$ cat config.mk
export PLATFORM = sky130hd
export DESIGN_NAME = seq_gen
export DESIGN_NICKNAME = d
export VERILOG_FILES = /design/src/rtl/seq_gen.sv
export SDC_FILE = /design/constraint.sdc
export NUM_CORES = 1
export LEC_CHECK = 0
export CORE_ASPECT_RATIO = 1.25
export CORE_MARGIN = 2
export CORE_UTILIZATION = 50
export CTS_BUF_LIST = sky130_fd_sc_hd__clkbuf_8
export DETAILED_ROUTE_END_ITERATION = 6
export PLACE_DENSITY_LB_ADDON = 0.12
export RECOVER_POWER = 100
export SYNTH_ARGS = -nofsm -noshare
export SYNTH_HDL_FRONTEND = slang
export SYNTH_SLANG_ARGS = --single-unit
export TNS_END_PERCENT = 100
$ cat constraint.sdc
create_clock -name i_clk -period 2.9 [get_ports i_clk]
set_input_delay 0.58 -clock i_clk [delete_from_list [all_inputs] [get_ports i_clk]]
set_output_delay 0.58 -clock i_clk [all_outputs]
set_load 0.01 [all_outputs]
$ cat src/rtl/seq_gen.sv
// seq_gen: serial sequence generator.
// Accepts a parallel word on a valid/ready handshake and shifts it out
// MSB-first (bit L-1 first), one bit per clock, optionally repeated
// back-to-back with no gap cycles. The FSM is a two-process Moore machine.
// Every output is a flop loaded from the next-state/next-datapath values,
// so the outputs depend only on registered state and have no
// combinational path from any input.
module seq_gen #(
   parameter int BW_DATA = 32,
   parameter int BW_LEN  = 6,
   parameter int BW_RPT  = 4
) (
   input  logic               i_clk,
   input  logic               i_rstn,
   input  logic [BW_DATA-1:0] i_data,
   input  logic [BW_LEN-1:0]  i_len,
   input  logic [BW_RPT-1:0]  i_rpt,
   input  logic               i_valid,
   output logic               o_ready,
   output logic               o_seq,
   output logic               o_seq_vld,
   output logic               o_busy,
   output logic               o_done
);

   // Bit-index width: just wide enough to address every bit of the word.
   localparam int BW_IDX = (BW_DATA > 1) ? $clog2(BW_DATA) : 1;

   // Length field constants, sized to the length field.
   localparam logic [BW_LEN-1:0] LEN_MAX = BW_LEN'(BW_DATA);
   localparam logic [BW_LEN-1:0] LEN_ONE = BW_LEN'(1);

   // Index and repeat-counter constants, sized to their registers.
   localparam logic [BW_IDX-1:0] IDX_ONE = BW_IDX'(1);
   localparam logic [BW_RPT-1:0] RPT_ONE = BW_RPT'(1);

   typedef enum logic [1:0] {
      IDLE  = 2'd0,
      SHIFT = 2'd1,
      DONE  = 2'd2
   } state_t;

   // FSM state.
   state_t state_reg;
   state_t state_next;

   // Datapath: captured word, current bit index, reload index (L-1)
   // and remaining repeat count.
   logic [BW_DATA-1:0] data_reg;
   logic [BW_DATA-1:0] data_next;
   logic [BW_IDX-1:0]  idx_reg;
   logic [BW_IDX-1:0]  idx_next;
   logic [BW_IDX-1:0]  top_reg;
   logic [BW_IDX-1:0]  top_next;
   logic [BW_RPT-1:0]  rpt_reg;
   logic [BW_RPT-1:0]  rpt_next;

   // Output flops.
   logic ready_reg;
   logic ready_next;
   logic seq_reg;
   logic seq_next;
   logic vld_reg;
   logic vld_next;
   logic busy_reg;
   logic busy_next;
   logic done_reg;
   logic done_next;

   // Effective length and the matching starting bit index.
   logic [BW_LEN-1:0] len_eff;
   logic [BW_IDX-1:0] len_top;

   // A length of zero, or one longer than the word, means "whole word".
   always_comb begin
      len_eff = i_len;
      if ((i_len == '0) || (i_len > LEN_MAX)) begin
         len_eff = LEN_MAX;
      end
      len_top = BW_IDX'(len_eff - LEN_ONE);
   end

   // Next-state, next-datapath and next-output decode.
   always_comb begin
      state_next = state_reg;
      data_next  = data_reg;
      idx_next   = idx_reg;
      top_next   = top_reg;
      rpt_next   = rpt_reg;

      case (state_reg)
         IDLE: begin
            if (i_valid) begin
               data_next  = i_data;
               idx_next   = len_top;
               top_next   = len_top;
               rpt_next   = i_rpt;
               state_next = SHIFT;
            end
         end

         SHIFT: begin
            if (idx_reg != '0) begin
               idx_next = idx_reg - IDX_ONE;
            end else if (rpt_reg != '0) begin
               // Reload straight into the next copy: no idle cycle.
               rpt_next = rpt_reg - RPT_ONE;
               idx_next = top_reg;
            end else begin
               state_next = DONE;
            end
         end

         DONE: begin
            state_next = IDLE;
         end

         default: begin
            state_next = IDLE;
         end
      endcase

      // Outputs for the coming cycle, decoded from the coming state.
      ready_next = (state_next == IDLE);
      vld_next   = (state_next == SHIFT);
      busy_next  = (state_next == SHIFT) || (state_next == DONE);
      done_next  = (state_next == DONE);
      seq_next   = 1'b0;
      if (state_next == SHIFT) begin
         seq_next = data_next[idx_next];
      end
   end

   // State, datapath and output registers; reset wins over everything.
   always_ff @(posedge i_clk) begin
      if (!i_rstn) begin
         state_reg <= IDLE;
         data_reg  <= '0;
         idx_reg   <= '0;
         top_reg   <= '0;
         rpt_reg   <= '0;
         ready_reg <= 1'b1;
         seq_reg   <= 1'b0;
         vld_reg   <= 1'b0;
         busy_reg  <= 1'b0;
         done_reg  <= 1'b0;
      end else begin
         state_reg <= state_next;
         data_reg  <= data_next;
         idx_reg   <= idx_next;
         top_reg   <= top_next;
         rpt_reg   <= rpt_next;
         ready_reg <= ready_next;
         seq_reg   <= seq_next;
         vld_reg   <= vld_next;
         busy_reg  <= busy_next;
         done_reg  <= done_next;
      end
   end

   assign o_ready   = ready_reg;
   assign o_seq     = seq_reg;
   assign o_seq_vld = vld_reg;
   assign o_busy    = busy_reg;
   assign o_done    = done_reg;

endmodule

======== Word level (Yosys, flattened, before mapping) ========
Cells that the tools add are included.
Widths: inputs -> output; s select.
storage, ports and cells
  flip-flop bits (word level) ............. 53
  output and inout port bits .............. 5
  logic and storage cells ................. 49
cells by class
  add/sub/neg operators ................... 3
  $lt $le $gt $ge ......................... 2
  eq/ne operators ......................... 6
  mux-type cells .......................... 17
  reduce and logical (&&, ||, !) cells .... 11
operators by type and width
  operator             count
  $mux 32              2
  $mux 5               4
  $mux 4               3
  $pmux 5 s2           1
  $sub 5x1->5 const B  2
  $pmux 4 s2           1
  $gt 6x6->1 const B   1
  $logic_not 6->1      1
  $lt 5x6->1 const B   1
  $mux 2               3
  $ne 2x2->1 const B   3
  $bmux 1 s5           1
  $reduce_bool 5->1    1
  $eq 2x1->1 const B   2
  $logic_not 2->1      2
  $pmux 2 s2           1
  $reduce_and 2->1     2
  $reduce_and 4->1     1
  $reduce_bool 4->1    1
  $sub 4x1->4 const B  1
  $eq 2x2->1 const B   1
  $logic_or 1x1->1     2
  $reduce_bool 2->1    1
  $mux 1               1

======== Logic depth before layout (Yosys ltp) ========
Gate-level depths: netlist of the first run.
  word-level depth ........................ 8
  depth in mapped cells ................... 13

======== Worst setup path after synthesis of the first run ========
Ideal clock, no wire load.
  path kind ............................... input to register
  start point ............................. input port i_len[5]
  end point ............................... register seq_reg (netlist: o_seq)
  data arrival time ....................... 2.748 ns
  path slack .............................. 0.032 ns
  stages on the path ...................... 12
  cell sequence ........................... nand2b_1 > clkbuf_1 > ha_1 > nor2_1 > mux2i_1 > o22ai_1 > a221oi_2 > mux4_2 > a211oi_1 > o31ai_1 > nand4_1 > o31ai_1
on the way
  word-level cells in the longest chain between the ends .. 8
  elaborated cells between the ends (all ways) .. 9
RTL lines
  element                                               RTL line  source
  start, declared                                       16        input logic [BW_LEN-1:0] i_len,
  $gt 6x6->1 / $logic_not 6->1 (equally long branches)  77        if ((i_len == '0) || (i_len > LEN_MAX)) begin
  $logic_or 1x1->1 *                                    77
  $mux 5 *                                              77
  $sub 5x1->5 *                                         80        len_top = BW_IDX'(len_eff - LEN_ONE);
  via len_top[0]                                        72        logic [BW_IDX-1:0] len_top;
  $mux 5 *                                              93        if (i_valid) begin
  $pmux 5 s2 *                                          91        case (state_reg)
  $bmux 1 s5 *                                          130       seq_next = data_next[idx_next];
  $mux 1 (implied by the code) *                        130
  end signal, assigned                                  154       seq_reg <= seq_next;
  end, declared                                         61        logic seq_reg;
Mark *: on every way through the listed nets, which the timed path passes. The rest lies on a longest branch. The select of a mux whose other input is x is not followed.
A chain may end at the register's enable or synchronous reset.

======== Worst setup path after layout of the first run ========
  start point ............................. input port i_valid
  end point ............................... register seq_reg (netlist: o_seq)
on the way
  word-level cells in the longest chain between the ends .. 4
  elaborated cells between the ends (all ways) .. 10
RTL lines
  element                                                                  RTL line  source
  start, declared                                                          18        input logic i_valid,
  $mux 5, or another cell as far along                                     93
  $pmux 5 s2, or another cell as far along                                 91
  $bmux 1 s5 / $eq 2x1->1 (equally long branches)                          130, 129
  $mux 1 (implied by the code) / $reduce_and 2->1 (equally long branches)  n/a
Several ways; a longest one is shown, not always the timed one. The select of a mux whose other input is x is not followed.

==> run_summary.xml, run 1 <==
<?xml version="1.0" encoding="UTF-8"?>
<metrics>
  <group name="run_status">
    <metric name="run_status" unit="">complete, no violations</metric>
  </group>
  <group name="clock_tree">
    <metric name="number_of_buffers_created_by_cts" unit="">5</metric>
    <metric name="postCtsHoldBufs" unit="">0</metric>
    <metric name="cts_tree" unit="">done</metric>
    <metric name="cts_sinks" unit="">53</metric>
    <metric name="clock_tree.htree_level_count" unit="">2</metric>
    <metric name="clock_latency_on_the_worst_skew_pair" unit="ns">0.31</metric>
    <metric name="clock_path_buffers" unit="">2</metric>
    <metric name="cts_root_buf" unit="">clkbuf_8</metric>
    <metric name="clk_pin_slew_worst_paths" unit="ns">0.09</metric>
  </group>
  <group name="worst_setup_path">
    <metric name="setup.worst_path.end_class" unit="">flip-flop</metric>
    <metric name="critical_path.max_stage_delay" unit="ns">0.55</metric>
    <metric name="critPathKind" unit="">in2reg</metric>
    <metric name="crit_family" unit="">buffers and inverters</metric>
    <metric name="worst_setup_path_startpoint" unit="">i_valid</metric>
    <metric name="crit_path_frequent_cell" unit="">nor3_1</metric>
    <metric name="critPathLaunchType" unit="">input pin</metric>
    <metric name="regToRegSetupSlack" unit="ns">0.13</metric>
    <metric name="worstSetupPathDepth" unit="">11</metric>
    <metric name="critical_path.slowest_cell" unit="">dlygate4sd3_1</metric>
    <metric name="critical_path.cell_chain" unit="">dlygate4sd3_1 -&gt; nor2b_1 -&gt; nand2b_1 -&gt; buf_4 -&gt; nor3_1 -&gt; nor3_1 -&gt; clkbuf_1 -&gt; a311oi_1 -&gt; a2111oi_0 -&gt; a31o_2 -&gt; o31ai_1</metric>
    <metric name="worst_ep_arrival_time" unit="ns">3.01</metric>
    <metric name="worst-r2r-cell-count" unit="">12</metric>
    <metric name="r2r_start" unit="">idx_reg[0]</metric>
    <metric name="critPathMaxFanout" unit="">5</metric>
    <metric name="endpoint" unit="">o_seq</metric>
    <metric name="rr_endpoint" unit="">o_seq</metric>
    <metric name="crit_buf_inv" unit="">3</metric>
    <metric name="critical_path_required" unit="ns">3.12</metric>
  </group>
  <group name="placement">
    <metric name="gp_routability_congestion" unit="">0.874</metric>
    <metric name="place.detailed.instances" unit="">496</metric>
    <metric name="detailed_place_hpwl" unit="mm">5.69</metric>
    <metric name="port_buffers" unit="">49</metric>
    <metric name="worst_case_setup_slack_after_placement" unit="ns">-0.413</metric>
  </group>
  <group name="grt">
    <metric name="grt_overflow" unit="">0</metric>
    <metric name="antenna_violations_before_repair" unit="">0</metric>
    <metric name="largest_net_degree_at_the_start_of_global_routing" unit="">28</metric>
    <metric name="grt_first_pass_wirelength" unit="mm">12.9</metric>
    <metric name="grt.total_usage" unit="%">24.5</metric>
    <metric name="via_count_of_the_first_global_routing_pass" unit="">2802</metric>
  </group>
  <group name="job">
    <metric name="max_cap_viol_count" unit="">0</metric>
  </group>
  <group name="timing">
    <metric name="slew_headroom" unit="%">53.5</metric>
    <metric name="layout_min_cycle_time" unit="ns">2.78</metric>
    <metric name="hold_viol" unit="">0</metric>
    <metric name="setup-violations-final" unit="">0</metric>
    <metric name="finClkSkew" unit="ns">0.0106</metric>
    <metric name="maxClockFrequency" unit="GHz">0.360</metric>
    <metric name="timing.final.ws_setup" unit="ns">0.119</metric>
    <metric name="worstMarginPinSlew" unit="ns">0.691</metric>
    <metric name="final_max_slew_viol_count" unit="">0</metric>
    <metric name="finalCritPeriodShare" unit="%">95.9</metric>
    <metric name="finalSetupTns" unit="ns">0</metric>
  </group>
  <group name="synth">
    <metric name="synth_edf_count" unit="">0</metric>
    <metric name="synth.cell_area" unit="mm²">0.00299</metric>
    <metric name="asyncSetResetFlopFracSynth" unit="%">0</metric>
    <metric name="yosys.area.top_type_share" unit="%">35.5</metric>
    <metric name="postSynthCellCount" unit="">364</metric>
    <metric name="synthMostInstantiatedCell" unit="">nand2_1</metric>
    <metric name="syn-mean-instance-area" unit="µm²">8.21</metric>
    <metric name="ys_warn_count" unit="">0</metric>
    <metric name="synth_common_cells" unit="">82 x nand2_1, 53 x dfxtp_1, 33 x a21boi_0</metric>
    <metric name="total_of_flip_flops_plus_latches_after_synthesis" unit="">53</metric>
    <metric name="synth.lib_cells_used.distinct" unit="">53</metric>
    <metric name="ys_top_cells_by_area" unit="">dfxtp_1 36%, nand2_1 10%, a21boi_0 8.3%</metric>
    <metric name="most_area_hungry_cell_type_in_the_yosys_netlist" unit="">dfxtp_1</metric>
    <metric name="synth-main-ff-cell" unit="">dfxtp_1</metric>
    <metric name="syn-num-nets" unit="">416</metric>
    <metric name="yosysSeqAreaShare" unit="%">35.5</metric>
  </group>
  <group name="floorplanning">
    <metric name="die_w" unit="µm">73.1</metric>
    <metric name="dieHeight" unit="µm">90.4</metric>
    <metric name="starting_density" unit="%">51.7</metric>
    <metric name="ioPinCount" unit="">50</metric>
    <metric name="fp.coreArea" unit="mm²">0.00578</metric>
    <metric name="floorplan.die_area" unit="mm²">0.00661</metric>
    <metric name="num_rows" unit="">31</metric>
  </group>
  <group name="drt">
    <metric name="count_of_antenna_violating_nets_left_after_detailed_routing" unit="">0</metric>
    <metric name="detailroute.via_count" unit="">2860</metric>
    <metric name="detail_route.iter0.violations" unit="">154</metric>
    <metric name="detail_route.wirelength" unit="mm">7.72</metric>
    <metric name="routed_via_density" unit="">5.63</metric>
    <metric name="post_detailed_route_drc_marker_count" unit="">0</metric>
    <metric name="wl_per_cell" unit="µm">15.2</metric>
    <metric name="drt_pre_antenna_iters" unit="">4</metric>
  </group>
  <group name="power">
    <metric name="power.ir.vdd_worst" unit="µV">370</metric>
    <metric name="power.density_cell_area" unit="mW/mm²">595</metric>
    <metric name="cellLeakagePower" unit="µW">0.00160</metric>
    <metric name="p_total" unit="µW">2390</metric>
  </group>
  <group name="final_layout">
    <metric name="antenna-diode-count" unit="">0</metric>
    <metric name="fillers" unit="">484</metric>
    <metric name="layout.nets" unit="">493</metric>
    <metric name="layout-drive-gt1-share" unit="%">19.7</metric>
    <metric name="final_cells" unit="">508</metric>
    <metric name="sequential_cell_area" unit="mm²">0.00106</metric>
    <metric name="max_ffs_per_register" unit="">32</metric>
    <metric name="area.growth.synth_to_final" unit="%">34.5</metric>
    <metric name="multi_input_comb_area" unit="mm²">0.00186</metric>
  </group>
  <group name="min_path">
    <metric name="hold_path_class" unit="">reg2reg</metric>
  </group>
</metrics>
==> tightest hold or removal path: cells and delay by family (launching register included) <==
kind	cells	cell delay (ns)
flip-flops	1	0.32
AO/OA/AOI/OAI	1	0.06
AND/OR/NAND/NOR	1	0.05
==> logic make-up (layout without fill, tap and decap cells) <==
| kind of cell | count (synthesis) | after routing | synth area share (%) |
|---|---|---|---|
| XOR/XNOR | 3 | 3 | 0.880 |
| multiplexers | 16 | 16 | 7.62 |
| buffers and inverters | 36 | 114 | 4.77 |
| flip-flops | 53 | 53 | 35.5 |
| AND/OR/NAND/NOR | 150 | 150 | 23.7 |
| adder cells (fa/ha/maj) | 7 | 7 | 2.93 |
| AO/OA/AOI/OAI | 99 | 99 | 24.6 |
==> worst min path at each step <==
stage                       startpoint           end  slack, ns  cells past startpoint
after global placement     data_reg[2]   data_reg[2]       0.45                      2
after detailed placement  data_reg[17]  data_reg[17]       0.46                      2
after CTS                 data_reg[17]  data_reg[17]       0.47                      2
after global routing      data_reg[20]  data_reg[20]       0.49                      2
after floorplan            data_reg[0]   data_reg[0]       0.44                      2
final                      data_reg[6]   data_reg[6]       0.47                      2
==> metal layers <==
metal	GRT usage (%)	wire length, µm
met1	30.2	3330
met2	41.8	3970
met3	3.35	222
met4	9.72	189
met5	0	0
==> cell type report <==
class,instances,share of cell area [%]
multi-input combinational,275,46.3
sequential,53,26.4
timing repair buffer,95,21.2
clock buffer,6,2.05
tap,66,2.05
inverter,11,1.03
clock inverter,2,0.934
==> repair_timing <==
action	in CTS	in global routing
gates resized for setup	5	14
setup buffers	2	2
pin swaps	3	6
setup endpoints to repair	1	1
==> stage by stage <==
stage	hold slack, ns	util, %	cell area [µm²]
finish	0.469	69.6	4020
global route	0.490	69.6	4020
CTS	0.471	68.4	3960
detailed placement	0.456	65.7	3790
global placement	0.446	65.7	3790
floorplan	0.440	-	2990
==> power by group <==
part | internal [µW] | total [µW] | switching [µW]
sequential | 804 | 860 | 55.9
combinational | 510 | 1000 | 490
clock | 281 | 531 | 250
==> placed cells by master (no fill, tap or decap), types with 5 or more instances in the layout <==
master	instances
nor2_1	18
a221oi_1	5
a211oi_1	6
mux4_2	5
nor2b_1	8
and2_1	6
a21oi_1	10
mux2i_1	7
nor3_1	8
inv_1	9
nand2_1	82
clkbuf_8	6
clkdlybuf4s50_1	40
dfxtp_1	53
o21ai_0	11
dlygate4sd3_1	6
a21boi_0	33
nand2b_1	5
buf_4	41
Note: power is estimated with default switching activity, not from simulation.
==> inputs of run 2 (changes only) <==
- CORE_ASPECT_RATIO: 1.25 -> 0.9
- SLEW_MARGIN: default -> 20
==> run 2 against run 1 <==
  * Combinational power about the same
  * Largest cell class unchanged
  * Core utilization rose by 1.7 points
  * Final area is 1.5% higher
  * Register-to-register slack improved by 0.02 ns
  * Count of clock-buffer cells in the layout decreased by 1
  * Critical path depth increased by 1
==> run_summary.xml, run 2 (same netlist as run 1, synthesis figures left out) <==
<?xml version="1.0" encoding="UTF-8"?>
<metrics>
  <group name="run_status">
    <metric name="run_status" unit="">complete, no violations</metric>
  </group>
  <group name="worst_setup_path">
    <metric name="worst_setup_path_startpoint" unit="">idx_reg[1]</metric>
    <metric name="critPathMaxFanout" unit="">5</metric>
    <metric name="worstSetupPathDepth" unit="">12</metric>
    <metric name="crit_family" unit="">simple AND/OR/NAND/NOR gates</metric>
    <metric name="critPathKind" unit="">reg2reg</metric>
    <metric name="worst_ep_arrival_time" unit="ns">2.96</metric>
    <metric name="critPathLaunchType" unit="">flip-flop</metric>
    <metric name="critical_path_required" unit="ns">3.11</metric>
    <metric name="crit_buf_inv" unit="">2</metric>
    <metric name="rr_endpoint" unit="">o_seq</metric>
    <metric name="r2r_start" unit="">idx_reg[1]</metric>
    <metric name="worst-r2r-cell-count" unit="">12</metric>
    <metric name="critical_path.max_stage_delay" unit="ns">0.51</metric>
    <metric name="setup.worst_path.end_class" unit="">flip-flop</metric>
    <metric name="endpoint" unit="">o_seq</metric>
    <metric name="critical_path.cell_chain" unit="">inv_2 -&gt; ha_4 -&gt; or4b_4 -&gt; nor3_2 -&gt; a211oi_1 -&gt; a211oi_4 -&gt; buf_6 -&gt; mux4_2 -&gt; a21oi_1 -&gt; o211ai_1 -&gt; nand4_1 -&gt; o31ai_1</metric>
    <metric name="critical_path.slowest_cell" unit="">or4b_4</metric>
    <metric name="regToRegSetupSlack" unit="ns">0.15</metric>
  </group>
  <group name="drt">
    <metric name="route.top_layer_used" unit="">met4</metric>
    <metric name="detailroute.via_count" unit="">2859</metric>
    <metric name="count_of_antenna_violating_nets_left_after_detailed_routing" unit="">0</metric>
    <metric name="routedLengthMet1" unit="mm">3.65</metric>
    <metric name="drt_pre_antenna_iters" unit="">4</metric>
    <metric name="met2_wirelength" unit="mm">3.83</metric>
    <metric name="detail_route.iter0.violations" unit="">130</metric>
    <metric name="routed_via_density" unit="">5.59</metric>
    <metric name="post_detailed_route_drc_marker_count" unit="">0</metric>
    <metric name="met3WireLength" unit="µm">320</metric>
    <metric name="detail_route.wirelength" unit="mm">7.89</metric>
    <metric name="wl_per_cell" unit="µm">15.4</metric>
  </group>
  <group name="timing">
    <metric name="slew_headroom" unit="%">53.0</metric>
    <metric name="rsz_0062_raised_after_global_routing" unit="">false</metric>
    <metric name="hold_viol" unit="">0</metric>
    <metric name="finalCritPeriodShare" unit="%">94.9</metric>
    <metric name="finClkSkew" unit="ns">0.00884</metric>
    <metric name="maxClockFrequency" unit="GHz">0.364</metric>
    <metric name="finalSetupTns" unit="ns">0</metric>
    <metric name="final_max_slew_viol_count" unit="">0</metric>
    <metric name="layout_min_cycle_time" unit="ns">2.75</metric>
    <metric name="worstMarginPinSlew" unit="ns">0.698</metric>
    <metric name="setup-violations-final" unit="">0</metric>
  </group>
  <group name="power">
    <metric name="internal-power" unit="µW">1680</metric>
    <metric name="power.density_cell_area" unit="mW/mm²">613</metric>
    <metric name="cellLeakagePower" unit="µW">0.00162</metric>
    <metric name="comb_power_share" unit="%">41.2</metric>
    <metric name="power.ir.vdd_worst" unit="µV">410</metric>
    <metric name="clock_power_share" unit="%">24.4</metric>
    <metric name="p_switching" unit="µW">821</metric>
    <metric name="switching_part_of_the_total" unit="%">32.8</metric>
    <metric name="share_seq_of_total_power" unit="%">34.4</metric>
  </group>
  <group name="placement">
    <metric name="port_buffers" unit="">49</metric>
    <metric name="gp_routability_congestion" unit="">0.859</metric>
    <metric name="detailed_place_hpwl" unit="mm">5.64</metric>
  </group>
  <group name="final_layout">
    <metric name="fillers" unit="">450</metric>
    <metric name="mostFrequentLayoutCell" unit="">nand2_1</metric>
    <metric name="layout.nets" unit="">492</metric>
    <metric name="area.growth.synth_to_final" unit="%">36.6</metric>
    <metric name="multi_input_comb_area" unit="mm²">0.00189</metric>
    <metric name="postLayoutCoreUtil" unit="%">71.3</metric>
    <metric name="antenna-diode-count" unit="">0</metric>
    <metric name="layout-drive-gt1-share" unit="%">20.9</metric>
    <metric name="sequential_cell_area" unit="mm²">0.00106</metric>
    <metric name="mostFrequentLayoutCells" unit="">82 x nand2_1, 52 x dfxtp_1, 41 x clkdlybuf4s50_1, 40 x buf_4, 33 x a21boi_0</metric>
    <metric name="max_ffs_per_register" unit="">32</metric>
  </group>
  <group name="clock_tree">
    <metric name="clock_path_buffers" unit="">2</metric>
    <metric name="postCtsHoldBufs" unit="">0</metric>
    <metric name="cts_root_buf" unit="">clkbuf_8</metric>
    <metric name="number_of_buffers_created_by_cts" unit="">5</metric>
    <metric name="clock_tree.htree_level_count" unit="">2</metric>
    <metric name="clock_latency_on_the_worst_skew_pair" unit="ns">0.31</metric>
    <metric name="cts_tree" unit="">done</metric>
    <metric name="cts_sinks" unit="">53</metric>
    <metric name="clk_pin_slew_worst_paths" unit="ns">0.11</metric>
  </group>
  <group name="grt">
    <metric name="grt_first_pass_wirelength" unit="mm">13.0</metric>
    <metric name="via_count_of_the_first_global_routing_pass" unit="">2730</metric>
    <metric name="largest_net_degree_at_the_start_of_global_routing" unit="">49</metric>
    <metric name="grt.total_usage" unit="%">24.2</metric>
    <metric name="grt_overflow" unit="">0</metric>
    <metric name="antenna_violations_before_repair" unit="">0</metric>
  </group>
  <group name="min_path">
    <metric name="hold_path_class" unit="">reg2reg</metric>
    <metric name="worst_hold_stages" unit="">2</metric>
  </group>
  <group name="floorplanning">
    <metric name="fp.coreArea" unit="mm²">0.00573</metric>
    <metric name="floorplan.die_area" unit="mm²">0.00661</metric>
    <metric name="ioPinCount" unit="">50</metric>
    <metric name="num_rows" unit="">26</metric>
    <metric name="die_w" unit="µm">85.5</metric>
    <metric name="starting_density" unit="%">52.2</metric>
    <metric name="dieHeight" unit="µm">77.3</metric>
  </group>
  <group name="job">
    <metric name="max_cap_viol_count" unit="">0</metric>
  </group>
</metrics>
-- run 2: changes by cell type in the layout (fill, tap and decap cells not counted), sizes merged --
cell           before  now
inv                11   12
clkbuf              9    7
dlygate4sd3         6    5
clkinvlp            1    0
clkdlybuf4s50      40   41
bufinv              1    2
-- run 2: routing by layer --
layer	global-route usage, %	vias to the layer above
li1	-	1435
met1	32.6	1341
met2	39.7	77
met3	3.94	6
met4	7.62	0
met5	0	-
-- run 2: tightest hold or removal path: cells and delay by family (launching register included) --
| family | cells | cell delay (ns) |
|---|---|---|
| simple gates | 1 | 0.04 |
| flops | 1 | 0.32 |
| compound gates | 1 | 0.06 |
-- run 2: stage by stage --
step / cells / setup WS, ns / cell area [µm²] / hold slack (ns) / power [µW]
after floorplan: 364 / 0.0316 / 2990 / 0.440 / 1420
after global placement: 502 / -0.316 / 3830 / 0.448 / 1820
after detailed placement: 502 / -0.360 / 3830 / 0.454 / 1830
after CTS: 512 / 0.00622 / 3990 / 0.469 / 2460
after global routing: 511 / 0.00678 / 4080 / 0.494 / 2650
final: 511 / 0.149 / 4080 / 0.467 / 2500
-- run 2: cell type report --
class | instances | share of cell area (%)
clock buffers | 5 | 1.69
clock inverters | 3 | 1.69
inverters | 11 | 1.01
multi-input cells | 275 | 46.3
flip-flops and latches | 53 | 26.0
well taps | 70 | 2.15
repair buffers | 94 | 21.2
-- run 2: how the worst min path moves through the flow --
stage | start | end | slack, ns
after global routing | data_reg[3] | data_reg[3] | 0.49
after detailed placement | data_reg[3] | data_reg[3] | 0.45
after floorplan | data_reg[0] | data_reg[0] | 0.44
after CTS | data_reg[3] | data_reg[3] | 0.47
after global placement | data_reg[31] | data_reg[31] | 0.45
final | data_reg[3] | data_reg[3] | 0.47
-- run 2: power by group through the flow --
stage | clock network, µW | registers [µW] | logic, µW
floorplan | 0 | 869 | 555
global placement | 0 | 870 | 950
detailed placement | 0 | 872 | 960
CTS | 615 | 855 | 986
global route | 648 | 868 | 1130
finish | 610 | 860 | 1030
-- run 2: what timing repair did --
item	in CTS	in global routing
pin swaps	1	9
cloned	0	0
gates resized for setup	2	24
buffers inserted	2	0
endpoints found under the setup margin	1	1
